File: config.mk
export PLATFORM = sky130hd
export DESIGN_NAME = alu
export DESIGN_NICKNAME = d
export VERILOG_FILES = /design/src/rtl/alu_pkg.sv /design/src/rtl/alu_addsub.sv /design/src/rtl/alu.sv
export SDC_FILE = /design/constraint.sdc
export NUM_CORES = 1
export LEC_CHECK = 0
export CORE_ASPECT_RATIO = 1.1
export CORE_MARGIN = 2
export CORE_UTILIZATION = 51
export CTS_CLUSTER_DIAMETER = 80
export DETAILED_ROUTE_END_ITERATION = 8
export PLACE_DENSITY = 0.8
export SYNTH_ARGS = -nofsm -noshare
export SYNTH_HDL_FRONTEND = slang
export SYNTH_SLANG_ARGS = --single-unit
export TNS_END_PERCENT = 1
File: constraint.sdc
create_clock -name clk -period 1.1 [get_ports clk]
set_clock_uncertainty 0.15 [all_clocks]
set_input_delay 0.11 -clock clk [delete_from_list [all_inputs] [get_ports clk]]
set_output_delay 0.11 -clock clk [all_outputs]
set_load 0.02 [all_outputs]
File: src/rtl/alu_pkg.sv
`default_nettype none
// ============================================================================
// Module      : alu_pkg
// Description : Shared opcode encodings and default constants for the ALU.
// Revision    : 1.0 - initial release
// ============================================================================
package alu_pkg;

    // Sixteen opcode encodings; RSVD_E/RSVD_F produce a zero result
    typedef enum logic [3:0] {
        AND    = 4'b0000,
        OR     = 4'b0001,
        XOR    = 4'b0010,
        NOR    = 4'b0011,
        NAND   = 4'b0100,
        NOT    = 4'b0101,
        ADD    = 4'b0110,
        SUB    = 4'b0111,
        SLT    = 4'b1000,
        MULT   = 4'b1001,
        DIV    = 4'b1010,
        MOD    = 4'b1011,
        SLA    = 4'b1100,
        SRA    = 4'b1101,
        RSVD_E = 4'b1110,
        RSVD_F = 4'b1111
    } alu_op_e;

    // Default fixed shift distance for SLA/SRA
    localparam int c_shamt_default = 4;

endpackage
`default_nettype wire

File: src/rtl/alu_addsub.sv
`default_nettype none
// ============================================================================
// Module      : alu_addsub
// Description : WIDTH-bit adder/subtractor shared by ADD, SUB and SLT.
//               Subtraction is a + ~b + 1, so carry-out = 1 means no borrow.
// Revision    : 1.0 - initial release
// ============================================================================
module alu_addsub #(
    parameter int WIDTH = 32
) (
    input  logic [WIDTH-1:0] i_a,
    input  logic [WIDTH-1:0] i_b,
    input  logic             i_sub,
    output logic [WIDTH-1:0] o_sum,
    output logic             o_carry,
    output logic             o_overflow
);

    logic [WIDTH-1:0] w_b_eff;
    logic [WIDTH:0]   w_full;

    // Invert b and inject the +1 through the carry-in when subtracting
    assign w_b_eff = i_sub ? ~i_b : i_b;
    assign w_full  = {1'b0, i_a} + {1'b0, w_b_eff} + {{WIDTH{1'b0}}, i_sub};

    assign o_sum   = w_full[WIDTH-1:0];
    assign o_carry = w_full[WIDTH];

    // Signed overflow: both addends share a sign that the sum does not
    assign o_overflow = (i_a[WIDTH-1] == w_b_eff[WIDTH-1]) &&
                        (w_full[WIDTH-1] != i_a[WIDTH-1]);

endmodule
`default_nettype wire

File: src/rtl/alu.sv
`default_nettype none
// ============================================================================
// Module      : alu
// Description : Parameterized signed integer ALU with registered result and
//               zero/negative/carryout/overflow flags, one result per clock.
//               Define ALU_MULDIV_EN to build the MULT/DIV/MOD hardware;
//               without it those opcodes return 0 like the reserved codes.
// Revision    : 1.0 - initial release
// ============================================================================
module alu
    import alu_pkg::*;
#(
    parameter int WIDTH = 32,
    parameter int SHAMT = c_shamt_default
) (
    input  logic                    clk,
    input  logic                    rst,
    input  logic signed [WIDTH-1:0] a,
    input  logic signed [WIDTH-1:0] b,
    input  logic        [3:0]       opcode,
    output logic signed [WIDTH-1:0] result,
    output logic                    zero,
    output logic                    negative,
    output logic                    carryout,
    output logic                    overflow
);

    generate
        if (!(WIDTH == 8 || WIDTH == 16 || WIDTH == 32)) begin : g_bad_width
            $error("alu: WIDTH must be 8, 16 or 32");
        end
        if (SHAMT < 0 || SHAMT >= WIDTH) begin : g_bad_shamt
            $error("alu: SHAMT must lie in 0..WIDTH-1");
        end
    endgenerate

    alu_op_e                 w_op;
    logic                    w_sub;
    logic [WIDTH-1:0]        w_sum;
    logic                    w_as_carry;
    logic                    w_as_ovf;
    logic                    w_lt;
    logic signed [WIDTH-1:0] w_result;
    logic                    w_carry;
    logic                    w_ovf;

    assign w_op  = alu_op_e'(opcode);
    // SLT reuses the subtractor: a < b is the sign of a-b corrected by overflow
    assign w_sub = (w_op == SUB) || (w_op == SLT);

    alu_addsub #(
        .WIDTH (WIDTH)
    ) u_addsub (
        .i_a        (a),
        .i_b        (b),
        .i_sub      (w_sub),
        .o_sum      (w_sum),
        .o_carry    (w_as_carry),
        .o_overflow (w_as_ovf)
    );

    assign w_lt = w_sum[WIDTH-1] ^ w_as_ovf;

`ifdef ALU_MULDIV_EN
    localparam logic [WIDTH-1:0] c_min_neg = {1'b1, {(WIDTH-1){1'b0}}};
    localparam logic [WIDTH-1:0] c_one     = {{(WIDTH-1){1'b0}}, 1'b1};

    logic signed [2*WIDTH-1:0] w_a_ext;
    logic signed [2*WIDTH-1:0] w_b_ext;
    logic signed [2*WIDTH-1:0] w_prod;
    logic        [WIDTH-1:0]   w_mul_lo;
    logic                      w_mul_ovf;
    logic                      w_div_zero;
    logic                      w_div_ovf;
    logic signed [WIDTH-1:0]   w_div_b;
    logic signed [WIDTH-1:0]   w_quot;
    logic signed [WIDTH-1:0]   w_rem;

    // Full-width signed product; overflow when the high half is not a sign extension
    assign w_a_ext   = {{WIDTH{a[WIDTH-1]}}, a};
    assign w_b_ext   = {{WIDTH{b[WIDTH-1]}}, b};
    assign w_prod    = w_a_ext * w_b_ext;
    assign w_mul_lo  = w_prod[WIDTH-1:0];
    assign w_mul_ovf = (w_prod[2*WIDTH-1:WIDTH] != {WIDTH{w_mul_lo[WIDTH-1]}});

    // Exception cases divide by 1 instead: min/-1 then yields min and 0 directly,
    // and divide-by-zero never reaches the divider
    assign w_div_zero = (b == '0);
    assign w_div_ovf  = (a == c_min_neg) && (b == '1);
    assign w_div_b    = (w_div_zero || w_div_ovf) ? c_one : b;
    assign w_quot     = a / w_div_b;
    assign w_rem      = a % w_div_b;
`endif

    // Opcode mux and ADD/SUB/MULT/DIV/MOD flag selection
    always_comb begin
        w_result = '0;
        w_carry  = 1'b0;
        w_ovf    = 1'b0;
        case (w_op)
            AND:  w_result = a & b;
            OR:   w_result = a | b;
            XOR:  w_result = a ^ b;
            NOR:  w_result = ~(a | b);
            NAND: w_result = ~(a & b);
            NOT:  w_result = ~a;
            ADD, SUB: begin
                w_result = w_sum;
                w_carry  = w_as_carry;
                w_ovf    = w_as_ovf;
            end
            SLT:  w_result = {{(WIDTH-1){1'b0}}, w_lt};
`ifdef ALU_MULDIV_EN
            MULT: begin
                w_result = w_mul_lo;
                w_ovf    = w_mul_ovf;
            end
            DIV: begin
                w_result = w_div_zero ? '0 : w_quot;
                w_ovf    = w_div_zero || w_div_ovf;
            end
            MOD: begin
                w_result = w_div_zero ? a : w_rem;
                w_ovf    = w_div_zero || w_div_ovf;
            end
`endif
            SLA:  w_result = a <<< SHAMT;
            SRA:  w_result = a >>> SHAMT;
            default: w_result = '0;
        endcase
    end

    // Output registers; reset clears everything immediately
    always_ff @(posedge clk or posedge rst) begin
        if (rst) begin
            result   <= '0;
            zero     <= 1'b0;
            negative <= 1'b0;
            carryout <= 1'b0;
            overflow <= 1'b0;
        end else begin
            result   <= w_result;
            zero     <= (w_result == '0);
            negative <= w_result[WIDTH-1];
            carryout <= w_carry;
            overflow <= w_ovf;
        end
    end

endmodule
`default_nettype wire

==> results.json, run 1 <==
{
  "status": "complete, but fails checks",
  "violations": "negative setup slack",
  "clockRootBuffer": "clkbuf_16",
  "grt_max_degree": 76,
  "drv_cap": 0,
  "vias": 8724,
  "cp-end-kind": "flip-flop",
  "synthArstFlopShare_pct": 100,
  "clkSlewWorstSetupHoldPaths_ns": 0.08,
  "crit_slowest_cell": "or4_1",
  "wl_per_cell_um": 21.8,
  "post-route-drc-count": 0,
  "placed_cells": 1330,
  "firstDrtPassIters": 6,
  "worstPathArrival_ns": 3.78,
  "cts_made_buffers": 5,
  "initial_core_util_pct": 51.8,
  "ant_nets": 0,
  "leakagePower_nw": 4.97,
  "cpPeakStageDelay_ns": 0.55,
  "fin_ws_ns": -2.61,
  "fin_nets": 1365,
  "post-route-period-util_pct": 337,
  "syn2layout_area_growth_pct": 59.3,
  "rsz0062_at_grt": "yes",
  "cts_buffer_depth": 2,
  "gp_congestion": 1.02,
  "synthMuxAreaShare_pct": 3.41,
  "cellPowerDensity_mw_per_mm2": 919,
  "place_ws_ns": -3.69,
  "clock-sinks": 35,
  "cts_tree": "done",
  "yosysSeqAreaShare_pct": 13.5,
  "final_hold_viol_count": 0,
  "synth-seq-cells": 35,
  "final_max_slew_viol_count": 0,
  "setup_viol": 36,
  "synth_fp_nets": 1027,
  "num_rows": 43,
  "synth-edff-count": 0,
  "grt_pass1_wl_um": 44500,
  "ys.flop_type": "dfrtp_1",
  "slew_headroom_pct": 45.3,
  "synth_compound_area_share_pct": 30.2,
  "synthXorXnorAreaFrac_pct": 8.13,
  "fin_crit_ns": 3.71,
  "diodes": 0,
  "startpoint_type": "input pin",
  "worst_ep_required_time_ns": 1.17,
  "cp_cell_sequence": "buf_4 > nor4_4 > a21oi_4 > buf_12 > buf_12 > xnor2_2 > ha_1 > a21oi_2 > o211ai_1 > a22o_1 > a211o_1 > a31oi_4 > o31a_1 > or3_1 > o211ai_1 > or4_1 > nor2_1",
  "pin_count": 106,
  "finalNonFillerCells": 1351,
  "peakVddDrop_mv": 0.739,
  "worstSetupPathType": "in -> reg",
  "h-tree-depth": 2,
  "overflow": 0,
  "syn_inst": 855,
  "syn_area_per_cell_um2": 7.56,
  "hold_class": "in -> async",
  "via_per_inst": 6.46,
  "grt_usage_pct": 41.4,
  "dieArea_mm2": 0.0136,
  "cp_max_fo": 7,
  "grt_pass1_vias": 8466,
  "antenna_found_initial": 0,
  "dpl.hpwl_um": 20500,
  "tightestPinTransition_ns": 0.821,
  "syn_area_mm2": 0.00647,
  "synth_adder_area_share_pct": 19.9,
  "yosysWarningCount": 0,
  "drive_gt1_share_pct": 36.6,
  "wirelength_um": 29500,
  "portBuffers": 105,
  "core_region_area_mm2": 0.0125,
  "synth-simple-area-share_pct": 16.8,
  "initialDrtViolationCount": 1186,
  "ys_types": 75,
  "die_h_um": 122,
  "timing.fmax_mhz": 270,
  "die_w_um": 111,
  "synth_top_family_by_area": "compound AO/OA/AOI/OAI gates"
}
==> per-layer routing <==
metal	global-route usage [%]	vias up	routed length (um)
met1	49.8	3970	10600
li1	-	3817	-
met3	9.30	238	3530
met2	67.8	699	13100
met4	25.1	0	2210
met5	0	-	0
==> logic make-up (layout without fill, tap and decap cells) <==
group                    Yosys count  count (layout)
XOR/XNOR                          60              60
adder cells (fa/ha/maj)          102             102
flip-flops                        35              35
multiplexers                      20              20
AND/OR/NAND/NOR                  226             226
buffers and inverters            130             469
AO/OA/AOI/OAI                    282             282
==> how the worst max path moves through the flow <==
stage | startpoint | endpoint | slack, ns | depth (start not counted)
floorplan | opcode[0] | zero$_DFF_PP0_ | -3.09 | 20
global placement | opcode[3] | zero$_DFF_PP0_ | -3.69 | 18
detailed placement | opcode[3] | zero$_DFF_PP0_ | -3.69 | 18
CTS | opcode[2] | zero$_DFF_PP0_ | -2.54 | 17
global route | opcode[1] | zero$_DFF_PP0_ | -2.75 | 17
finish | opcode[1] | zero$_DFF_PP0_ | -2.61 | 17
==> synth_stat cells, drive strengths merged, types with 18 or more instances <==
library cell | count | area share (%)
ha | 101 | 20
inv | 78 | 4.5
nand2 | 70 | 4.1
nor2 | 65 | 3.8
o21ai | 56 | 4.5
a21oi | 52 | 4.1
xnor2 | 47 | 6.4
dfrtp | 35 | 14
buf | 28 | 2.2
clkbuf | 24 | 1.4
a31oi | 23 | 2.3
a211oi | 22 | 2.6
o22ai | 22 | 2.1
nand3 | 18 | 1.4
==> what timing repair did <==
item | CTS | global route
setup endpoints to repair | 71 | 71
hold buffers | 0 | 0
gates resized for setup | 84 | 131
setup buffers | 5 | 8
pin swaps | 36 | 35
cloned | 1 | 0
==> report_power, final <==
part | total (mW) | internal, mW | switching (mW)
logic | 6.26 | 2.93 | 3.34
clock network | 1.71 | 1.07 | 0.639
registers | 1.50 | 1.45 | 0.0471
total | 9.47 | 5.45 | 4.02
==> state kept, by name, indices dropped and copies added, names as in the netlist <==
name and cells:
overflow 1, zero 1, result 31, negative 1, carryout 1
==> stage by stage <==
step	hold slack (ns)	setup TNS [ns]	total power, mW	utilization [%]	instance area [um2]
floorplan	0.114	-79.26	4.16	-	6580
global placement	0.335	-96.26	6.80	76.5	9550
detailed placement	0.334	-98.59	6.90	76.5	9550
CTS	0.0235	-77.49	9.04	81.3	10100
global route	0.0664	-68.31	9.89	82.5	10300
finish	0.0168	-66.36	9.47	82.5	10300
==> cell type report <==
class	count	area [um2]
clock buffers	5	125
fillers	754	2180
repair buffers	383	3040
clock inverters	3	43.8
well taps	157	196
multi-input cells	690	5730
flip-flops and latches	35	876
inverters	78	293
==> cell usage in the layout (no fill, tap or decap), types with 4 or more instances in the layout <==
cell,instances
and2_1,5
mux2_2,4
o21ai_0,36
mux2i_1,11
nand4b_1,5
a221o_1,8
a21oi_2,13
a21oi_1,36
o211ai_1,12
buf_4,272
clkbuf_2,31
o22ai_1,22
clkdlybuf4s50_1,65
a211oi_1,19
nand2_1,67
inv_1,77
a21o_1,11
ha_1,96
nor3_1,8
a211o_1,5
o21ai_2,9
xnor2_2,11
xor2_1,12
o21ai_1,7
a31oi_1,22
o21ai_4,4
xnor2_1,33
nand3_1,15
a221oi_1,15
buf_6,6
clkbuf_16,6
ha_4,5
nor2_1,61
buf_12,4
nand2b_1,9
a22oi_1,8
nand4_1,9
dfrtp_1,35
a222oi_1,4
buf_2,4
==> worst max-delay path, delay by kind of cell <==
family | cells | cell delay [ns]
simple gates | 4 | 1.17
buf+inv | 3 | 0.46
xor+xnor | 1 | 0.15
fa+ha+maj | 1 | 0.30
compound gates | 8 | 1.57
Power figures use the tool's default switching activity.
==> inputs of run 2 (changes only) <==
--- a/config.mk
+++ b/config.mk
@@ -6,7 +6,7 @@
 export NUM_CORES = 1
 export LEC_CHECK = 0
 export CORE_ASPECT_RATIO = 1.1
-export CORE_MARGIN = 2
+export CORE_MARGIN = 1.5
 export CORE_UTILIZATION = 51
 export CTS_CLUSTER_DIAMETER = 80
 export DETAILED_ROUTE_END_ITERATION = 8
==> run 2 against run 1 <==
- the flow still finishes with violations (negative setup slack)
- sequential power hardly changed
- routed wire length down 0.32%
- first-iteration DRC count grew 6.8%
- total power is 0.68% higher
- sequential share of layout area decreased by 0.10 points
- die area decreased by 1.7%
- clock-buffer cell count up 1
- combinational power up 1%
- largest cell class unchanged
- largest power group unchanged
- highest routed layer unchanged
==> results.json, run 2 (synthesized netlist as in run 1, its figures left out) <==
{
  "gp_congestion": 0.995,
  "grt_max_degree": 68,
  "wirelength_um": 29400,
  "leakagePower_nw": 5.06,
  "critPathCapture": "zero$_DFF_PP0_",
  "h-tree-depth": 2,
  "peakVddDrop_mv": 0.722,
  "initial_core_util_pct": 53.0,
  "cts_made_buffers": 5,
  "final_cell_mix": "buf_4 (282), ha_1 (95), inv_1 (76), nand2_1 (66), clkdlybuf4s50_1 (65)",
  "cts_buffer_depth": 2,
  "wl_per_cell_um": 21.5,
  "worstPathArrival_ns": 4.02,
  "violations": "negative setup slack",
  "cts_tree": "done",
  "grt_pass1_vias": 8663,
  "antenna_found_initial": 0,
  "fin_crit_ns": 3.95,
  "slew_headroom_pct": 50.9,
  "hold_ws_ns": 0.0274,
  "timing.fmax_mhz": 253,
  "num_rows": 42,
  "setup_viol": 35,
  "hold_buffers": 0,
  "dpl.hpwl_um": 21000,
  "grt_pass1_wl_um": 44100,
  "hold_class": "in -> async",
  "worst_ep_required_time_ns": 1.16,
  "final_max_slew_viol_count": 0,
  "drive_gt1_share_pct": 37.0,
  "tightestPinTransition_ns": 0.736,
  "overflow": 0,
  "place_ws_ns": -3.44,
  "portBuffers": 105,
  "fin_nets": 1384,
  "via_per_inst": 6.45,
  "worstSetupPathType": "in -> reg",
  "diodes": 0,
  "fin_ws_ns": -2.85,
  "clockRootBuffer": "clkbuf_16",
  "layout_commonest_cell": "buf_4",
  "cp_max_fo": 6,
  "utilization_pct": 85.5,
  "cellPowerDensity_mw_per_mm2": 914,
  "clkSlewWorstSetupHoldPaths_ns": 0.06,
  "cp-end-kind": "flip-flop",
  "fillCellCount": 705,
  "clock-sinks": 35,
  "grt_usage_pct": 42.9,
  "die_w_um": 110,
  "final_hold_viol_count": 0,
  "status": "complete, but fails checks",
  "syn2layout_area_growth_pct": 61.3,
  "vias": 8819,
  "pin_count": 106,
  "startpoint_type": "input pin",
  "top_register": "result",
  "power.total_mw": 9.54,
  "rsz0062_at_grt": "yes",
  "drv_cap": 0,
  "largest_register_ffs": 31,
  "ant_nets": 0,
  "dieArea_mm2": 0.0134,
  "die_h_um": 121,
  "post-route-drc-count": 0,
  "firstDrtPassIters": 6,
  "post-route-period-util_pct": 360,
  "critPathLaunch": "opcode[3]",
  "initialDrtViolationCount": 1267,
  "core_region_area_mm2": 0.0122
}
run 2: cell types whose count changed in the layout (fill, tap and decap cells not counted), moves of 6 or more:
cell	change
buf_2	+32
buf_4	+10
buf_6	+6
clkbuf_2	-31
run 2: metal layers:
metal  global-route usage [%]  share of wire, %
met4                     22.5               6.1
met5                        0                 0
met3                     10.7                12
met1                     52.4                36
met2                     68.8                46
run 2: cell type report:
type,instances,area [um2],share of cell area [%]
multi-input combinational,690,5670,54.4
sequential,35,876,8.40
tap,154,193,1.85
clock inverter,2,35.0,0.336
inverter,78,295,2.83
clock buffer,6,139,1.33
timing repair buffer,402,3220,30.9
run 2: repair_timing:
action | 4_1_cts | 5_1_grt
pin swaps | 47 | 31
buffers inserted | 21 | 6
endpoints found under the setup margin | 71 | 40
resized for setup | 233 | 46
gates cloned | 1 | 0
run 2: through the flow:
step / setup TNS [ns] / instance area, um2 / instances
after floorplan: -79.26 / 6580 / 855
final: -70.06 / 10400 / 1367
after global routing: -73.10 / 10400 / 1367
after global placement: -91.35 / 9590 / 1332
after CTS: -64.84 / 10100 / 1361
after detailed placement: -95.89 / 9590 / 1332
run 2: power breakdown:
group	switching, mW	internal [mW]	leakage (nW)
registers	0.0439	1.45	0.451
clock network	0.574	1.13	0.0868
logic	3.30	3.04	4.53
run 2: critical path: stages:
cell	delay [ns]
buf_8	0.09
inv_4	0.04
nor4_4	0.37
a21oi_4	0.09
buf_12	0.15
buf_16	0.14
buf_6	0.14
xnor2_4	0.13
ha_4	0.29
buf_6	0.10
nand4_1	0.13
nor3_2	0.32
a22o_1	0.25
a211o_1	0.22
a31oi_4	0.14
buf_6	0.14
o31a_1	0.26
nand2b_1	0.10
o211ai_1	0.13
or4_1	0.53
nor2_1	0.12
run 2: how the worst min path moves through the flow:
stage,startpoint,to
CTS,rst,result[1]$_DFF_PP0_
global route,rst,result[4]$_DFF_PP0_
global placement,rst,result[1]$_DFF_PP0_
finish,rst,result[1]$_DFF_PP0_
floorplan,rst,carryout$_DFF_PP0_
detailed placement,rst,result[3]$_DFF_PP0_
